[src/rtl/frame_ram_arbiter_if.sv]
// Client access port onto the frame RAM: held request plus single-cycle grant,
// read data returns on rvalid one cycle after a read grant.
interface frame_ram_arbiter_if #(
  parameter int AW = 13,
  parameter int DW = 3
) ();
  logic          req;
  logic          we;
  logic [AW-1:0] addr;
  logic [DW-1:0] wdata;
  logic          gnt;
  logic          rvalid;
  logic [DW-1:0] rdata;

  modport master (
    output req, we, addr, wdata,
    input  gnt, rvalid, rdata
  );

  modport slave (
    input  req, we, addr, wdata,
    output gnt, rvalid, rdata
  );
endinterface

[src/rtl/frame_ram_arbiter.sv]
// Sole owner of the frame RAM port: video > clear sweep > round-robin(C0,C1), grant is combinational,
// read data returns 1 cycle after the grant; losers simply keep req high until gnt.
module frame_ram_arbiter #(
  parameter int DEPTH    = 4800,
  parameter int AW       = 13,
  parameter int DW       = 3,
  parameter int OOR_DATA = 4
) (
  input  logic                    px_clk,
  input  logic                    rstn,
  input  logic                    vid_req,
  input  logic [AW-1:0]           vid_addr,
  output logic                    vid_rvalid,
  output logic [DW-1:0]           vid_rdata,
  frame_ram_arbiter_if.slave      c0,
  frame_ram_arbiter_if.slave      c1,
  input  logic                    clear_start,
  output logic                    clear_busy,
  output logic                    clear_done,
  output logic [AW-1:0]           ram_addr,
  output logic                    ram_we,
  output logic [DW-1:0]           ram_wdata,
  input  logic [DW-1:0]           ram_rdata
);

  localparam logic [AW-1:0] DEPTH_A = AW'(DEPTH);
  localparam logic [AW-1:0] LAST_A  = AW'(DEPTH - 1);
  localparam logic [DW-1:0] OOR_D   = DW'(OOR_DATA);

  typedef enum logic [0:0] {IDLE, CLEAR} state_t;

  state_t        state, stateNxt;
  logic [AW-1:0] clrCnt, clrCntNxt;
  logic          rrLast, rrLastNxt;       // 0 = C0 granted last, 1 = C1
  logic          clearDone, clearDoneNxt;
  logic          vidRd, vidRdNxt;
  logic          c0Rd, c0RdNxt;
  logic          c1Rd, c1RdNxt;
  logic          oorRd;

  logic [AW-1:0] accAddr;
  logic          accWe;
  logic [DW-1:0] accWdata;
  logic          accOor;
  logic          c0Gnt, c1Gnt;
  logic [DW-1:0] rdRet;

  always_ff @(posedge px_clk) begin
    if (!rstn) begin
      state     <= IDLE;
      clrCnt    <= '0;
      rrLast    <= 1'b1;
      clearDone <= 1'b0;
      vidRd     <= 1'b0;
      c0Rd      <= 1'b0;
      c1Rd      <= 1'b0;
      oorRd     <= 1'b0;
    end else begin
      state     <= stateNxt;
      clrCnt    <= clrCntNxt;
      rrLast    <= rrLastNxt;
      clearDone <= clearDoneNxt;
      vidRd     <= vidRdNxt;
      c0Rd      <= c0RdNxt;
      c1Rd      <= c1RdNxt;
      oorRd     <= accOor;
    end
  end

  always_comb begin
    stateNxt     = state;
    clrCntNxt    = clrCnt;
    rrLastNxt    = rrLast;
    clearDoneNxt = 1'b0;
    accAddr      = '0;
    accWe        = 1'b0;
    accWdata     = '0;
    c0Gnt        = 1'b0;
    c1Gnt        = 1'b0;
    vidRdNxt     = 1'b0;
    c0RdNxt      = 1'b0;
    c1RdNxt      = 1'b0;

    if (vid_req) begin
      accAddr  = vid_addr;
      vidRdNxt = 1'b1;
    end else if (state == CLEAR) begin
      accAddr   = clrCnt;
      accWe     = 1'b1;
      clrCntNxt = clrCnt + AW'(1);
      if (clrCnt == LAST_A) begin
        stateNxt     = IDLE;
        clearDoneNxt = 1'b1;
      end
    end else if (c0.req && (!c1.req || rrLast)) begin
      c0Gnt     = 1'b1;
      accAddr   = c0.addr;
      accWe     = c0.we;
      accWdata  = c0.wdata;
      c0RdNxt   = !c0.we;
      rrLastNxt = 1'b0;
    end else if (c1.req) begin
      c1Gnt     = 1'b1;
      accAddr   = c1.addr;
      accWe     = c1.we;
      accWdata  = c1.wdata;
      c1RdNxt   = !c1.we;
      rrLastNxt = 1'b1;
    end

    // A start pulse while already sweeping is ignored rather than restarting.
    if (state == IDLE && clear_start) begin
      stateNxt  = CLEAR;
      clrCntNxt = '0;
    end
  end

  assign accOor = (accAddr >= DEPTH_A);

  // Combinational outputs are held at zero while reset is asserted.
  assign ram_addr  = rstn ? accAddr : '0;
  assign ram_we    = rstn & accWe & ~accOor;
  assign ram_wdata = rstn ? accWdata : '0;
  assign c0.gnt    = rstn & c0Gnt;
  assign c1.gnt    = rstn & c1Gnt;

  assign rdRet      = oorRd ? OOR_D : ram_rdata;
  assign vid_rvalid = vidRd;
  assign vid_rdata  = vidRd ? rdRet : '0;
  assign c0.rvalid  = c0Rd;
  assign c0.rdata   = c0Rd ? rdRet : '0;
  assign c1.rvalid  = c1Rd;
  assign c1.rdata   = c1Rd ? rdRet : '0;

  assign clear_busy = (state == CLEAR);
  assign clear_done = clearDone;

endmodule

[src/flat_wrapper.sv]
// flat-port wrapper written by rule: the top's interface ports become plain ports
module frame_ram_arbiter_flat 
#(
  parameter int DEPTH    = 4800,
  parameter int AW       = 13,
  parameter int DW       = 3,
  parameter int OOR_DATA = 4
)
  (px_clk, rstn, vid_req, vid_addr, vid_rvalid, vid_rdata, clear_start, clear_busy, clear_done, ram_addr, ram_we, ram_wdata, ram_rdata, c0_req, c0_we, c0_addr, c0_wdata, c0_gnt, c0_rvalid, c0_rdata, c1_req, c1_we, c1_addr, c1_wdata, c1_gnt, c1_rvalid, c1_rdata);
  frame_ram_arbiter_if #(.AW(AW), .DW(DW)) c0_i ();
  frame_ram_arbiter_if #(.AW(AW), .DW(DW)) c1_i ();
  input  logic px_clk;
  input  logic rstn;
  input  logic vid_req;
  input  logic [AW-1:0] vid_addr;
  output logic vid_rvalid;
  output logic [DW-1:0] vid_rdata;
  input  logic clear_start;
  output logic clear_busy;
  output logic clear_done;
  output logic [AW-1:0] ram_addr;
  output logic ram_we;
  output logic [DW-1:0] ram_wdata;
  input  logic [DW-1:0] ram_rdata;
  input wire logic [$bits(c0_i.req)-1:0] c0_req;
  input wire logic [$bits(c0_i.we)-1:0] c0_we;
  input wire logic [$bits(c0_i.addr)-1:0] c0_addr;
  input wire logic [$bits(c0_i.wdata)-1:0] c0_wdata;
  output wire logic [$bits(c0_i.gnt)-1:0] c0_gnt;
  output wire logic [$bits(c0_i.rvalid)-1:0] c0_rvalid;
  output wire logic [$bits(c0_i.rdata)-1:0] c0_rdata;
  input wire logic [$bits(c1_i.req)-1:0] c1_req;
  input wire logic [$bits(c1_i.we)-1:0] c1_we;
  input wire logic [$bits(c1_i.addr)-1:0] c1_addr;
  input wire logic [$bits(c1_i.wdata)-1:0] c1_wdata;
  output wire logic [$bits(c1_i.gnt)-1:0] c1_gnt;
  output wire logic [$bits(c1_i.rvalid)-1:0] c1_rvalid;
  output wire logic [$bits(c1_i.rdata)-1:0] c1_rdata;
  assign c0_i.req = c0_req;
  assign c0_i.we = c0_we;
  assign c0_i.addr = c0_addr;
  assign c0_i.wdata = c0_wdata;
  assign c0_gnt = c0_i.gnt;
  assign c0_rvalid = c0_i.rvalid;
  assign c0_rdata = c0_i.rdata;
  assign c1_i.req = c1_req;
  assign c1_i.we = c1_we;
  assign c1_i.addr = c1_addr;
  assign c1_i.wdata = c1_wdata;
  assign c1_gnt = c1_i.gnt;
  assign c1_rvalid = c1_i.rvalid;
  assign c1_rdata = c1_i.rdata;
  frame_ram_arbiter #(.DEPTH(DEPTH), .AW(AW), .DW(DW), .OOR_DATA(OOR_DATA)) u_core (.px_clk(px_clk), .rstn(rstn), .vid_req(vid_req), .vid_addr(vid_addr), .vid_rvalid(vid_rvalid), .vid_rdata(vid_rdata), .c0(c0_i), .c1(c1_i), .clear_start(clear_start), .clear_busy(clear_busy), .clear_done(clear_done), .ram_addr(ram_addr), .ram_we(ram_we), .ram_wdata(ram_wdata), .ram_rdata(ram_rdata));
endmodule
[config.mk]
export PLATFORM = sky130hd
export DESIGN_NAME = frame_ram_arbiter_flat
export DESIGN_NICKNAME = d
export VERILOG_FILES = /design/src/rtl/frame_ram_arbiter_if.sv /design/src/rtl/frame_ram_arbiter.sv /design/src/flat_wrapper.sv
export SDC_FILE = /design/constraint.sdc
export NUM_CORES = 1
export LEC_CHECK = 0
export CAP_MARGIN = 20
export CORE_MARGIN = 2
export CORE_UTILIZATION = 28
export CTS_CLUSTER_DIAMETER = 80
export DETAILED_ROUTE_END_ITERATION = 8
export GPL_ROUTABILITY_DRIVEN = 1
export PLACE_DENSITY = 0.67
export SLEW_MARGIN = 15
export SYNTH_ARGS = -nofsm -noshare
export SYNTH_HDL_FRONTEND = slang
export SYNTH_SLANG_ARGS = --single-unit
[constraint.sdc]
create_clock -name px_clk -period 2.9 [get_ports px_clk]
set_input_delay 0.58 -clock px_clk [delete_from_list [all_inputs] [get_ports px_clk]]
set_output_delay 0.58 -clock px_clk [all_outputs]
set_load 0.01 [all_outputs]
==> run_results.csv <==
group,metric,value,unit
outcome,status,"finished clean",
critical_path,ff2ff_setup_slack,0.97,ns
floorplan,fp.dieW,77.2,um
critical_path,required,2.32,ns
sta,maxSlewViolCount,0,
yosys,synth_edf_count,0,
yosys,synthTopCellsByArea,"dfxtp_1 (27%), nand2_1 (8.3%), a21o_1 (6.5%)",
finish,final_cells,392,
sta,period_needed,2.88,ns
global_routing,grt_max_degree,22,
min_path,holdCritStartpoint,"u_core.clrCnt[5]",
routing,wl,5390,um
critical_path,crit_chain,"clkdlybuf4s50_1 > nand3_1 > a221oi_1 > a21o_1 > a211o_1 > a2111oi_4 > buf_2",
finish,antenna_cells,0,
min_path,hold_class,"register to register",
clocking,cts_buffer_depth,2,
power,peakVddDrop,126,uV
routing,dr.pass1.iters,5,
critical_path,r2r_cells,8,
floorplan,rows,26,
clocking,cts_tree,"done",
critical_path,cp_num_cells,7,
floorplan,core-area,5140,um2
finish,final_common_cell,"clkdlybuf4s50_1",
critical_path,cp_slowest_stage_delay,0.41,ns
flow_run,drv_cap,0,
yosys,yosys-mux-area-fraction,2.67,%
yosys,synth_top_area_cell,"dfxtp_1",
global_routing,grt_pass1_vias,1833,
yosys,yosys_warnings,0,
finish,layout-drive-gt1-share,16.5,%
routing,wire_per_inst,13.7,um
routing,drc,0,
yosys,yosysSeqAreaShare,26.7,%
critical_path,crit_family,"compound AO/OA/AOI/OAI gates",
clocking,cts_made_buffers,3,
routing,drt_iter0_markers,46,
sta,slew_headroom,65.7,%
clocking,cts_num_sinks,20,
yosys,ys_async_sr_fraction,0,%
finish,fillers,536,
floorplan,io_pins,89,
routing,vias,1908,
power,p_leak,1.17,nW
sta,max_freq,347,MHz
sta,worst_pin_slew,0.510,ns
power,p_int,0.568,mW
critical_path,critPathSlowestCell,"clkdlybuf4s50_1",
finish,finalInstanceArea,2760,um2
yosys,netlist_instances,212,
place,place_inst,384,
power,p_sw,0.222,mW
sta,fin_crit_sh,99.3,%
critical_path,r2r-start,"u_core.clear_busy",
global_routing,grt_pass1_wl,8450,um
floorplan,die_area,5960,um2
yosys,synth_xor_area_share,5.84,%
yosys,synth_top_family_by_area,"simple AND/OR/NAND/NOR gates",
yosys,synth_fp_nets,269,
power,power.share.clock,27.9,%
clocking,htreeDepth,1,
finish,num-nets-final,380,
sta,fin_skew,0.00245,ns
yosys,synth-compound-area-share,23.7,%
critical_path,crit_type,"input pin to output port",
place,port-buffer-count,88,
critical_path,r2r_end,"u_core.clear_done",
place,dp_hpwl,4210,um
yosys,synthAdderAreaFrac,0.834,%
critical_path,arrival,2.30,ns
yosys,syn_area,1500,um2
sta,setup_violations,0,
clocking,cts-hold-fix-buffers,0,
yosys,synth_area_per_cell,7.08,um2
place,placed_area,2610,um2
power,pwr-share-seq,35.9,%
sta,hold_viol_final,0,
yosys,synth.distinct_cells,37,
critical_path,cp-start-kind,"input pin",
routing,ant_nets,0,
power,p_per_area,287,nW/um2
global_routing,antenna_found_initial,0,
finish,final_cell_mix,"clkdlybuf4s50_1 (69), nand2_1 (33), buf_4 (29), nor2_1 (21), dfxtp_1 (20)",
min_path,hold_depth,2,
yosys,synth-simple-area-share,34.4,%
global_routing,globalRouteOverflowTotal,0,
yosys,yosysTopAreaCellShare,26.7,%
critical_path,critPathBufInv,2,
global_routing,gr-usage-all-layers,17.3,%
critical_path,path_max_fanout,2,
power,power.total,0.791,mW
min_path,min_to,"u_core.clrCnt[5]",
yosys,ys_ff_latch,20,
place,place_congestion,0.887,
finish,area_growth_syn_to_layout,83.7,%
floorplan,die_y,77.2,um
clocking,worst_skew_pair.late_latency,0.26,ns
floorplan,start_util,29.2,%
clocking,path_clk_slew,0.08,ns
routing,routed_via_density,4.87,
power,combPwrFrac,36.2,%
yosys,synth-main-ff-cell,"dfxtp_1",
clocking,cts-root-buf,"clkbuf_8",
power,switching_share,28.1,%
critical_path,cp-end-kind,"output port",
repair_timing:
item / CTS / global route
gates resized for setup: 27 / 17
cloned: 0 / 0
pin swaps: 6 / 6
endpoints found under the hold margin: 0 / 0
endpoints found under the setup margin: 19 / 12
buffers inserted: 3 / 1
state kept, by name, summed over array words and instances, names as in the netlist:
signal	cells
u_core.clrCnt	13
u_core.c0.rvalid	1
u_core.c1.rvalid	1
u_core.clear_busy	1
u_core.clear_done	1
u_core.oorRd	1
u_core.rrLast	1
u_core.vid_rvalid	1
stage by stage:
stage	hold WS, ns	util [%]	setup WS, ns	setup TNS, ns
2_1_floorplan	0.465	-	0.267	0
3_3_place_gp	0.491	50.7	-0.780	-6.06
3_5_place_dp	0.499	50.7	-0.844	-6.63
4_1_cts	0.512	52.7	-0.0194	-0.0194
5_1_grt	0.552	53.6	-0.0235	-0.0235
6_report	0.512	53.6	0.0217	0
worst max-delay path by stage:
stage                     from  endpoint  slack, ns
floorplan              vid_req    ram_we       0.27
finish              c0_addr[6]    ram_we       0.02
CTS                    vid_req    ram_we      -0.02
detailed placement      c1_req    ram_we      -0.84
global route        c0_addr[6]    ram_we      -0.02
global placement        c1_req    ram_we      -0.78
layer usage:
layer / global-route usage [%] / part of all wire [%] / vias up
li1: - / - / 950
met3: 3.06 / 6.3 / 6
met5: 0 / 0 / -
met2: 31.5 / 50 / 72
met4: 4.46 / 1.3 / 0
met1: 20.8 / 42 / 880
worst reg2reg max path, delay by kind of cell, from the launching register on:
family	cells	cell delay, ns
buf+inv	3	0.52
flops	1	0.38
simple gates	5	0.99
layout make-up:
cell class	count	area, um2	area share (%)
Timing Repair Buffer	119	1100	40.1
Tap cell	70	87.6	3.18
Clock buffer	4	55.1	2.00
Inverter	6	22.5	0.817
Sequential cell	20	400	14.5
Multi-Input combinational cell	173	1090	39.4
cells by family (layout without fill, tap and decap cells):
family,after synthesis,in the layout
simple gates,106,106
mux,4,4
buf+inv,19,129
fa+ha+maj,1,1
flops,20,20
xor+xnor,10,10
compound gates,52,52
power groups by stage:
stage	clock network [mW]	logic [mW]	registers, mW
2_1_floorplan	0	0.109	0.290
3_3_place_gp	0	0.271	0.290
3_5_place_dp	0	0.272	0.290
4_1_cts	0.228	0.279	0.284
5_1_grt	0.238	0.307	0.285
6_report	0.220	0.287	0.284
cells in the mapped netlist, types with 2 or more instances:
| master | n |
|---|---|
| xnor2_1 | 4 |
| nand3_1 | 14 |
| nand2_1 | 33 |
| o21ai_0 | 8 |
| a21oi_1 | 15 |
| mux2i_1 | 4 |
| xor2_1 | 6 |
| clkbuf_1 | 10 |
| nor2_1 | 21 |
| nor4_1 | 2 |
| a22oi_1 | 2 |
| nor3b_1 | 2 |
| inv_1 | 6 |
| and3_1 | 4 |
| dfxtp_1 | 20 |
| and2_1 | 14 |
| or3_1 | 2 |
| nor2b_1 | 7 |
| nand2b_1 | 2 |
| a22o_1 | 3 |
| a221oi_1 | 3 |
| a21o_1 | 13 |
| a211oi_1 | 2 |
| buf_6 | 2 |
(Power assumes the default switching activity.)
